$ cat config.mk
export PLATFORM = sky130hd
export DESIGN_NAME = exception_ctrl
export DESIGN_NICKNAME = d
export VERILOG_FILES = /design/src/rtl/exception_ctrl.sv
export SDC_FILE = /design/constraint.sdc
export NUM_CORES = 1
export LEC_CHECK = 0
export ABC_AREA = 1
export CAP_MARGIN = 10
export CORE_MARGIN = 2
export CORE_UTILIZATION = 35
export CTS_CLUSTER_SIZE = 8
export DETAILED_ROUTE_END_ITERATION = 8
export PLACE_DENSITY = 0.86
export SETUP_SLACK_MARGIN = 0.2
export SLEW_MARGIN = 20
export SYNTH_ARGS = -nofsm -noshare
export SYNTH_HDL_FRONTEND = slang
export SYNTH_SLANG_ARGS = --single-unit
export TNS_END_PERCENT = 1
$ cat constraint.sdc
create_clock -name clk -period 1.5 [get_ports clk]
set_clock_uncertainty 0.1 [all_clocks]
set_input_delay 0.45 -clock clk [delete_from_list [all_inputs] [get_ports clk]]
set_output_delay 0.45 -clock clk [all_outputs]
set_load 0.02 [all_outputs]
$ cat src/rtl/exception_ctrl.sv
// Exception/interrupt controller: latches faulting PC and cause, pulses a one-cycle
// fetch redirect, and serves MRS reads of ELR/ESR/exception counter.
module exception_ctrl #(
  parameter int            N          = 64,
  parameter logic [N-1:0]  EXC_VECTOR = 'h0000_0000_0000_00D8,
  parameter int            CNT_W      = 16
) (
  input  logic         clk,
  input  logic         reset,
  input  logic         InstrValid,
  input  logic         NotAnInstr,
  input  logic         ERet,
  input  logic         ExtIRQ,
  input  logic [N-1:0] PC_in,
  input  logic [1:0]   MrsSel,
  output logic         Exc,
  output logic [N-1:0] ExcVector,
  output logic         ExtIAck,
  output logic         InHandler,
  output logic [N-1:0] ELR,
  output logic [3:0]   ESR,
  output logic [N-1:0] MrsData
);

  localparam logic [1:0] RUN     = 2'd0;
  localparam logic [1:0] TAKE    = 2'd1;
  localparam logic [1:0] HANDLER = 2'd2;

  logic [1:0]       r_state;
  logic             r_exc;
  logic             r_ack;
  logic [N-1:0]     r_elr;
  logic [3:0]       r_esr;
  logic [CNT_W-1:0] r_cnt;

  logic       w_sync_evt;
  logic       w_take;
  logic       w_irq_take;
  logic       w_dbl_fault;
  logic [3:0] w_esr_code;
  logic [1:0] w_state_nxt;

  // Decoder-reported faults outrank the interrupt; IRQ does not need InstrValid.
  always_comb begin
    w_sync_evt  = InstrValid & (NotAnInstr | ERet);
    w_take      = (r_state == RUN) & (w_sync_evt | ExtIRQ);
    w_irq_take  = (r_state == RUN) & ~w_sync_evt & ExtIRQ;
    w_dbl_fault = (r_state == HANDLER) & InstrValid & NotAnInstr & ~ERet;

    w_esr_code = 4'b0001;
    if (InstrValid && NotAnInstr)
      w_esr_code = 4'b0010;
    else if (InstrValid && ERet)
      w_esr_code = 4'b0100;

    w_state_nxt = r_state;
    case (r_state)
      RUN:     if (w_take) w_state_nxt = TAKE;
      TAKE:    w_state_nxt = HANDLER;
      HANDLER: if (InstrValid && ERet) w_state_nxt = RUN;
      default: w_state_nxt = RUN;
    endcase
  end

  always_ff @(posedge clk or negedge reset) begin
    if (!reset) begin
      r_state <= RUN;
      r_exc   <= 1'b0;
      r_ack   <= 1'b0;
      r_elr   <= '0;
      r_esr   <= '0;
      r_cnt   <= '0;
    end else begin
      r_state <= w_state_nxt;
      r_exc   <= (w_state_nxt == TAKE);
      r_ack   <= w_irq_take;
      if (w_take) begin
        r_elr <= PC_in;
        r_esr <= w_esr_code;
        // Counter value is already visible while the redirect pulse is out.
        if (r_cnt != {CNT_W{1'b1}})
          r_cnt <= r_cnt + CNT_W'(1);
      end else if (w_dbl_fault) begin
        r_esr[3] <= 1'b1;
      end
    end
  end

  always_comb begin
    MrsData = '0;
    case (MrsSel)
      2'b00:   MrsData = r_elr;
      2'b01:   MrsData = N'(r_esr);
      2'b10:   MrsData = N'(r_cnt);
      default: MrsData = '0;
    endcase
  end

  assign Exc       = r_exc;
  assign ExcVector = r_exc ? EXC_VECTOR : '0;
  assign ExtIAck   = r_ack;
  assign InHandler = (r_state != RUN);
  assign ELR       = r_elr;
  assign ESR       = r_esr;

endmodule

* Yosys cells after proc, flatten, opt, wreduce, memory -nomap -nowiden
Index checks and enable logic that the tools add are counted.
W data, S select, Z words.
** Word-level totals
- Memory bits (writable) :: 0
- Bits of input ports :: 72
- Output and inout bits :: 199
- Memories :: 0
- ROM bits :: 0
- Latch bits :: 0
- Bits in registers :: 88
- Word-level logic and storage cells :: 41
** Cells by class
- Shift-type cells :: 0
- $add $sub $neg :: 1
- Reductions and logical operators :: 7
- Multipliers :: 0
- Bitwise gates (word level) :: 11
- Eq/ne operators :: 6
- Mux-type cells :: 9
- Divide/modulo/power cells :: 0
- Order comparisons :: 0
** Operators with widths (count)
- $pmux W64 S3 :: 1
- $add A16 B1 Y16 const B :: 1
- $ne A16 B16 Y1 const B :: 1
- $mux W8 :: 1
- $and A1 B1 Y1 :: 7
- $eq A2 B1 Y1 const B :: 3
- $pmux W2 S3 :: 1
- $eq A2 B2 Y1 const B :: 2
- $logic_not A2 Y1 :: 2
- $mux W2 :: 2
- $mux W4 :: 1
- $reduce_bool A2 Y1 :: 2
- $mux W3 :: 1
- $logic_and A1 B1 Y1 :: 2
- $mux W1 :: 2
- $not A1 Y1 :: 2
- $or A1 B1 Y1 :: 2
- $reduce_and A2 Y1 :: 1

* Longest topological paths before layout
Gate-level depths: netlist of the first run.
- Depth in word-level cells :: 7
- Gate-level depth with buffers :: 9
- Gate-level depth less buffers :: 8

* Worst setup path before layout of the first run
Ideal clock, no wire load.
- Path kind :: input to output
- Start :: input MrsSel[1]
- End :: output MrsData[10]
- Cell stages on the path :: 5
- Path slack :: -0.353 ns
- Data arrival time :: 1.303 ns
- Path through :: inv_1 > nor2_1 > inv_1 > clkbuf_1 > o22ai_1
** Between the ends
- Word-level cells in the longest chain between the ends :: 2
** RTL lines
- start: declaration :: RTL line 15 : input logic [1:0] MrsSel,
- $eq A2 B2 Y1, or another cell as far along :: RTL line 91 : case (MrsSel)
- $pmux W64 S3 (*) :: RTL line 91
- end: declaration :: RTL line 22 : output logic [N-1:0] MrsData
Every way passes the cells marked *; elsewhere a longest branch is shown, timed or not.

* Worst setup path after layout of the first run
- Start :: input MrsSel[1]
- End :: output MrsData[60]
Same word-level chain as after synthesis.

==> results of run 1 <==
## layout by cell type, fill, tap and decap left out, types with 25 or more instances in the layout
master and count:
sky130_fd_sc_hd__buf_6 179, sky130_fd_sc_hd__o21ai_0 40, sky130_fd_sc_hd__inv_1 86, sky130_fd_sc_hd__o21ai_1 25
sky130_fd_sc_hd__buf_4 68, sky130_fd_sc_hd__nand2_1 126, sky130_fd_sc_hd__clkdlybuf4s50_1 64, sky130_fd_sc_hd__dfrtp_1 88
sky130_fd_sc_hd__nor2_4 48, sky130_fd_sc_hd__conb_1 60
## power by group
group          leakage [nW]  total (mW)  switching, mW  internal, mW
clock                 0.139        2.18           1.01          1.18
combinational          3.03        10.7           5.47          5.18
sequential             1.11        4.20          0.791          3.41
## layer usage
| metal | vias up | global-route usage (%) | wire length [um] |
|---|---|---|---|
| met5 | - | 0 | 0 |
| li1 | 2400 | - | - |
| met1 | 2384 | 25.7 | 6230 |
| met3 | 34 | 6.91 | 1190 |
| met4 | 0 | 9.52 | 459 |
| met2 | 201 | 42.0 | 9190 |
## cells by family (layout without fill, tap and decap cells)
kind of cell | Yosys count | in the layout
AND/OR/NAND/NOR | 239 | 239
buffers and inverters | 180 | 445
AO/OA/AOI/OAI | 93 | 93
flip-flops | 88 | 88
XOR/XNOR | 5 | 5
adder cells (fa/ha/maj) | 1 | 1
other | 1 | 61
## through the flow
stage / setup TNS [ns] / instance area [um2]
final: -30.70 / 9070
after global routing: -39.22 / 9060
after CTS: -29.91 / 8990
after detailed placement: -137.53 / 8270
after global placement: -134.86 / 8270
after floorplan: -2.89 / 5640
## final cells by class
class                   instances  area share, %
diodes                          1         0.0276
clock buffers                  10           2.64
clock inverters                 6          0.483
inverters                      91           4.04
multi-input cells             398           26.7
flip-flops and latches         88           24.3
well taps                     176           2.43
repair buffers                337           39.3
repair inverters                1         0.0966
## path summary, 6_finish.rpt
check,endpoint,depth (start not counted)
min in group clk,r_state[1],3
max reg2reg,r_cnt[13],10
min,r_cnt[4],2
max,MrsData[60],7
min reg2reg,r_state[1],3
max in group asynchronous,ELR[35],3
## critical path: cells and delay by family
family	cells	cell delay [ns]
buffers and inverters	5	0.67
and+or+nand+nor	2	0.37
## timing repair
item / 4_1_cts / 5_1_grt
setup endpoints to repair: 227 / 223
buffers inserted: 2 / 0
hold buffers: 1 / 0
pin swaps: 10 / 5
gates cloned: 2 / 0
hold endpoints to repair: 9 / 0
resized for setup: 775 / 25
## sequential cells by signal (all words and copies together), names as in the netlist
signal and count:
Exc 1, r_state 2, ExtIAck 1, r_cnt 16, ELR 64, ESR 4
==> results list, run 1 <==
* Final Util: 68.2%
* Vias/cell: 4.53
- Hold WS: 0.402 ns
- In this run the worst setup path begins at MrsSel[1].
* Number of cell rows: 42
* Mux cell area share after synthesis: 0%
- Min Tclk post-route: 2.05 ns
- Once detail routing completed, the nets flagged for antenna violations numbered 0.
- Peak fanout along the critical path: 17
- TritonCTS built the clock tree.
- Top-Level Pins: 271
- The die is 121 um tall.
* Clock insertion delay at the later pin of the skew report: 0.35 ns
* Most frequent cell on the critical path: sky130_fd_sc_hd__buf_6
- Proportion of synthesized flip-flops having asynchronous set or reset: 100%
* Result of the run: complete, but fails checks
- Power spread over the standard cell area amounts to 1880 nW/um2.
- Type of the tightest min-delay check: input pin to asynchronous set/reset pin
- The synthesized netlist devotes 10.6% of its cell area to compound gates.
- The synthesized design devotes to its leading area cell type 46.0% of total area.
- The routed design has 17100 um of wire.
- Among all flip-flop cells after synthesis, the most frequent one is sky130_fd_sc_hd__dfrtp_1.
- The number of antenna violations at the first check in global routing was 1.
- Post-DP HPWL: 12200 um
- Setup slack on the worst reg-to-reg path comes out at -0.01 ns.
- Category of the most critical setup path: input pin to output pin
- The synthesized netlist devotes 0.262% of its cell area to adder and majority cells.
- Setup repair after global routing could not meet its margin everywhere.
- Number of clock buffers inserted by TritonCTS: 9
* Slowest stage delay, CP: 0.22 ns
* R2R Path Start: r_cnt[1]
* GRT Residual Overflow: 0
- NumNets Final: 999
* Wire length of the first global-routing pass: 26400 um
- Yosys instantiated no cell more often than sky130_fd_sc_hd__nand2_1.
- Synth warn: 0
* Depth of the CTS H-tree: 3
* Simple-gate portion of the synthesized area: 20.7%
- Number of vias in the routed layout: 5019
* Register bit count reported by yosys: 88
- Entering global routing, the biggest net connects 49 pins.
* Power, Total: 17.0 mW
* Clock tree root driver cell: sky130_fd_sc_hd__clkbuf_16
- Sink Count: 88
- Required time worst endpoint: 0.95 ns
* Fraction of final layout cells sized beyond drive strength 1: 42.5%
* Count of endpoints failing setup in the final report: 112
* DR pass1 iterations: 5
- The longest clock path from root to sink contains 2 buffers.
* Proportion of synthesized chip area in sequential cells: 46.0%
- Sequential Area: 2200 um2
- Number of buffers added on ports: 210
* Area leader, netlist: sky130_fd_sc_hd__dfrtp_1
- Across the VDD grid, the largest voltage drop is 1.27 mV.
* Starting Density: 36.0%
- The checks that failed: negative setup slack.
- The area growth from synthesis to layout is 89.6%.
- Die Area: 14600 um2
- Number of max-slew violations in the final report: 0
- Per-instance average area after synthesis: 7.88 um2
* Synthesized netlist cell count: 607
- Number of distinct library cell variants in the gate-level netlist after synthesis: 30
- Top post-synthesis cells by area: sky130_fd_sc_hd__dfrtp_1 (46%), sky130_fd_sc_hd__buf_4 (11%), sky130_fd_sc_hd__nand2_1 (11%), sky130_fd_sc_hd__inv_1 (7.0%), sky130_fd_sc_hd__o21ai_0 (5.8%)
- Critical Path, Cell by Cell: buf_6, buf_6, nor2_4, inv_6, buf_16, nor2_2, buf_6
- After clock tree synthesis, the clock-pin slew on the worst setup and hold paths is 0.06 ns.
- Last weighted congestion value of the routability-driven placer: 0.868
- Fmax: 488 MHz
* Top cell types by occurrence after synthesis: sky130_fd_sc_hd__nand2_1 (137), sky130_fd_sc_hd__inv_1 (89), sky130_fd_sc_hd__dfrtp_1 (88)
- The die is 121 um wide.
- # placed instances: 1086
- Max-cap violation count: 0
* Leakage power total: 4.27 nW
- Setup WS pre-CTS: -1.30 ns
- Final hold viol count: 0
- Fin crit share: 137%
* Starting DRT DRC Count: 238
- After detailed routing, the number of remaining DRC violations is 0.
* Type of origin of the critical path: input pin
* Average routed wire per standard cell: 15.4 um
- Excluding fillers, the count of instances in the completed layout stands at 1108.
* Area used by multi-input combinational logic: 2420 um2
* Crit path arrival time: 1.50 ns
- Endpoint kind of the worst setup timing path: output pin
- After synthesis, the largest family of logic cells by area is buffers and inverters.
* GRT Util Overall: 23.4%
- Area of the mapped netlist: 4780 um2
- CP max stage cell: sky130_fd_sc_hd__nor2_4
- The number of global-route vias before repair is 5095.
- Area of the core: 13300 um2
- Setup slack on the critical path of the routed design comes to -0.549 ns.
* Number of flops mapped to enable cells by yosys: 0
* Fill cell total of the finished layout: 961
* Xor/xnor cell area share of the yosys netlist: 0.916%
No activity file was read; power rests on OpenSTA's default activity.
==> run 2, diff against run 1 <==
--- a/config.mk
+++ b/config.mk
@@ -5,14 +5,13 @@
 export SDC_FILE = /design/constraint.sdc
 export NUM_CORES = 1
 export LEC_CHECK = 0
-export ABC_AREA = 1
 export CAP_MARGIN = 10
-export CORE_MARGIN = 2
 export CORE_UTILIZATION = 35
 export CTS_CLUSTER_SIZE = 8
 export DETAILED_ROUTE_END_ITERATION = 8
-export PLACE_DENSITY = 0.86
+export PLACE_DENSITY = 0.87
 export SETUP_SLACK_MARGIN = 0.2
+export SKIP_CTS_REPAIR_TIMING = 1
 export SLEW_MARGIN = 20
 export SYNTH_ARGS = -nofsm -noshare
 export SYNTH_HDL_FRONTEND = slang
==> results list, run 2 <==
- The overall die width came to 117 um (-3.6%).
* Post-DP HPWL: 10600 um (-13%)
- Wire length of the first global-routing pass: 20500 um (-22%)
* # placed instances: 960 (-12%)
- The area of the die came to 13600 um2 (-7.0%).
- Result of the run: complete, but fails checks
* Drc violations: 0 (unchanged)
* Antenna diodes: 0 (-1)
- The data arrival time of the critical path is 1.32 ns (-0.18 ns).
* Number of vias in the routed layout: 4340 (-14%)
- Number of clock buffers inserted by TritonCTS: 9 (unchanged)
* Worst setup startpoint: MrsSel[1]
* Synthesized netlist cell count: 533 (-12%)
- The count of nets left with antenna violations after detail routing came to 0 (unchanged).
- sky130_fd_sc_hd__nand2_1 is the most common cell in the netlist.
- Final hold viol count: 0 (unchanged)
- Max reg flops: 64 (unchanged)
* Final Cell Area: 7620 um2 (-16%)
- The post-synthesis cell area was 4590 um2 (-3.9%).
* Per-instance average area after synthesis: 8.62 um2 (+9.4%)
- The largest net degree at the start of global routing was 50 (+2.0%).
- Peak fanout along the critical path: 9 (-8)
* Maximum clock insertion buffer count: 2 (unchanged)
- Number of cell rows: 41 (-2.4%)
* Vias in the first global route: 4128 (-19%)
* Count of endpoints failing setup in the final report: 107 (-4.5%)
- The number of synthesis warnings came to 0 (unchanged).
- The number of synthesized register bits is 88 (unchanged).
* Critical Path, Cell by Cell: buf_2, nor2_4, buf_12, buf_6, and2_4, buf_4
* Depth of the CTS H-tree: 3 (unchanged)
- The number of antenna violations at the first check in global routing is 0 (-1).
- GRT Util Overall: 19.6% (-3.8 points)
* CP max stage cell: sky130_fd_sc_hd__buf_12
* Fmax: 535 MHz (+9.6%)
- Area leader, netlist: sky130_fd_sc_hd__dfrtp_1
- Average routed wire per standard cell: 14.7 um (-4.4%)
- The share of the core filled with cells in the final layout is 59.9% (-8.3 points).
* Starting DRT DRC Count: 277 (+16%)
- Type of origin of the critical path: input pin
* R2R Path Start: r_cnt[2]
- Clock insertion delay at the later pin of the skew report: 0.33 ns (-0.02 ns)
- Vias/cell: 4.42 (-2.5%)
* Most common cell after layout, fill and taps aside: sky130_fd_sc_hd__nand2_1
* Standard cell area after detailed placement: 7270 um2 (-12%)
- Top-Level Pins: 271 (unchanged)
- The clock transition at the registers of the reported paths was 0.06 ns (about the same).
- Number of flops mapped to enable cells by yosys: 0 (unchanged)
- The largest voltage drop on the vdd net is 0.783 mV (-39%).
* NumNets Final: 879 (-12%)
- The setup path with the least slack is of type input pin to output pin.
- Proportion of synthesized flip-flops having asynchronous set or reset: 100% (unchanged)
- The non-filler instance count after layout is 983 (-11%).
- Fill cell total of the finished layout: 1116 (+16%)
- The share of the cycle needed by the critical path after routing is 125% (-12 points).
* DR pass1 iterations: 4 (-1)
- The height of the chip was 117 um (-3.6%).
* Sink Count: 88 (unchanged)
- The area share of the largest cell type after synthesis was 47.9% (+1.9 points).
- Required time worst endpoint: 0.95 ns (about the same)
- Top flip-flop cell by instance count after synthesis: sky130_fd_sc_hd__dfrtp_1
- The wire length after detailed routing came to 14500 um (-15%).
- Final setup margin: -0.371 ns (+0.179 ns)
- The delay of the slowest critical-path stage came to 0.15 ns (-0.07 ns).
* Area Growth Syn to Fin: 65.8%
* Proportion of synthesized chip area in sequential cells: 47.9% (+1.9 points)
- The flop-to-flop setup slack came to -0.20 ns (-0.19 ns).
* Max-cap violation count: 0 (unchanged)
- By area the synthesized netlist is led by sky130_fd_sc_hd__dfrtp_1 (48%), sky130_fd_sc_hd__nand2_1 (17%), sky130_fd_sc_hd__buf_4 (10%), sky130_fd_sc_hd__and2_1 (6.5%), sky130_fd_sc_hd__mux2i_1 (3.7%).
* GRT Residual Overflow: 0 (unchanged)
* Top cell types by occurrence after synthesis: sky130_fd_sc_hd__nand2_1 (206), sky130_fd_sc_hd__dfrtp_1 (88), sky130_fd_sc_hd__buf_4 (64)
* Commonest non-fill, non-tap cells in the layout: sky130_fd_sc_hd__nand2_1 (198), sky130_fd_sc_hd__buf_4 (88), sky130_fd_sc_hd__dfrtp_1 (86)
- Setup repair after global routing could not meet its margin everywhere.
- The power per cell area came to 1860 nW/um2 (-1.2%).
- The core outline area is 12700 um2 (-4.3%).
- The count of input and output buffers is 210 (unchanged).
* Number of max-slew violations in the final report: 0 (unchanged)
- Min Tclk post-route: 1.87 ns (-0.179 ns)
- Leakage power total: 4.11 nW (-3.9%)
- The initial core utilization was 36.1% (+0.14 points).
* Failing checks: negative setup slack
- Number of distinct library cell variants in the gate-level netlist after synthesis: 38 (+27%)
* Hold path startpoint: NotAnInstr
* Type of the tightest min-delay check: input pin to flop
- Fraction of final layout cells sized beyond drive strength 1: 39.2% (-3.3 points)
- TritonCTS built the clock tree.
* Last weighted congestion value of the routability-driven placer: 0.831 (-4.3%)
- Endpoint kind of the worst setup timing path: output pin
- Clock tree root driver cell: sky130_fd_sc_hd__clkbuf_16
## run 2: cell types whose count changed in the layout (fill, tap and decap cells not counted), sizes merged, moves of 17 or more
cell,before,now
inv,93,6
clkbuf,10,43
and2,0,48
o21ai,76,7
mux2i,0,17
buf,269,190
nor2,75,21
nand2,141,206
## run 2: area by class of cell
class                      instances  area (um2)  area share, %
timing repair buffer             291        2670           35.1
multi-input combinational        410        2210           29.1
sequential                        88        2200           28.9
clock buffer                      11         253           3.32
tap                              172         215           2.83
clock inverter                     5        31.3          0.411
inverter                           6        25.0          0.329
## run 2: cells by family (layout without fill, tap and decap cells)
logic type	count (synthesis)	in the layout	synth area share (%)
XOR/XNOR	10	10	1.91
flip-flops	88	88	47.9
AO/OA/AOI/OAI	16	16	2.51
buffers and inverters	94	313	13.2
adder cells (fa/ha/maj)	1	1	0.272
other	1	60	0.0816
multiplexers	20	20	4.52
AND/OR/NAND/NOR	303	303	29.5
## run 2: power breakdown
group / switching, mW / leakage [nW] / internal, mW
sequential: 0.856 / 1.09 / 3.39
clock: 0.894 / 0.141 / 1.21
combinational: 4.28 / 2.87 / 3.51
total: 6.03 / 4.11 / 8.12
## run 2: through the flow
step           setup slack [ns]  TNS, ns  power [mW]  hold WS, ns
3_5_place_dp              -1.24  -128.12        12.2        0.342
3_3_place_gp              -1.22  -124.95        11.9        0.340
2_1_floorplan            -0.213   -16.71        7.97       0.0544
4_1_cts                   -1.24  -126.35        14.3      -0.0138
6_report                 -0.371   -23.38        14.1        0.235
5_1_grt                  -0.387   -27.70        15.1        0.228
## run 2: path summary, 6_finish.rpt
| kind | end | cells past startpoint |
|---|---|---|
| setup / recovery | MrsData[29] | 6 |
| hold / removal | ESR[2] | 2 |
| setup reg to reg | r_cnt[12] | 6 |
| hold reg to reg | ELR[25] | 2 |
| max in group asynchronous | r_cnt[0] | 3 |
| min in group asynchronous | ELR[12] | 3 |
## run 2: critical path: cells and delay by family
| family | cells | cell delay [ns] |
|---|---|---|
| simple gates | 2 | 0.29 |
| buf+inv | 4 | 0.57 |
## run 2: per-layer routing
metal  vias up  part of all wire (%)  wire [um]  GRT usage (%)
li1       2099                     -          -              -
met1      2056                    41       5880           23.3
met2       170                    51       7370           35.0
met3        15                   7.2       1040           4.00
met4         0                   1.3        190           6.84
met5         -                     0          0              0
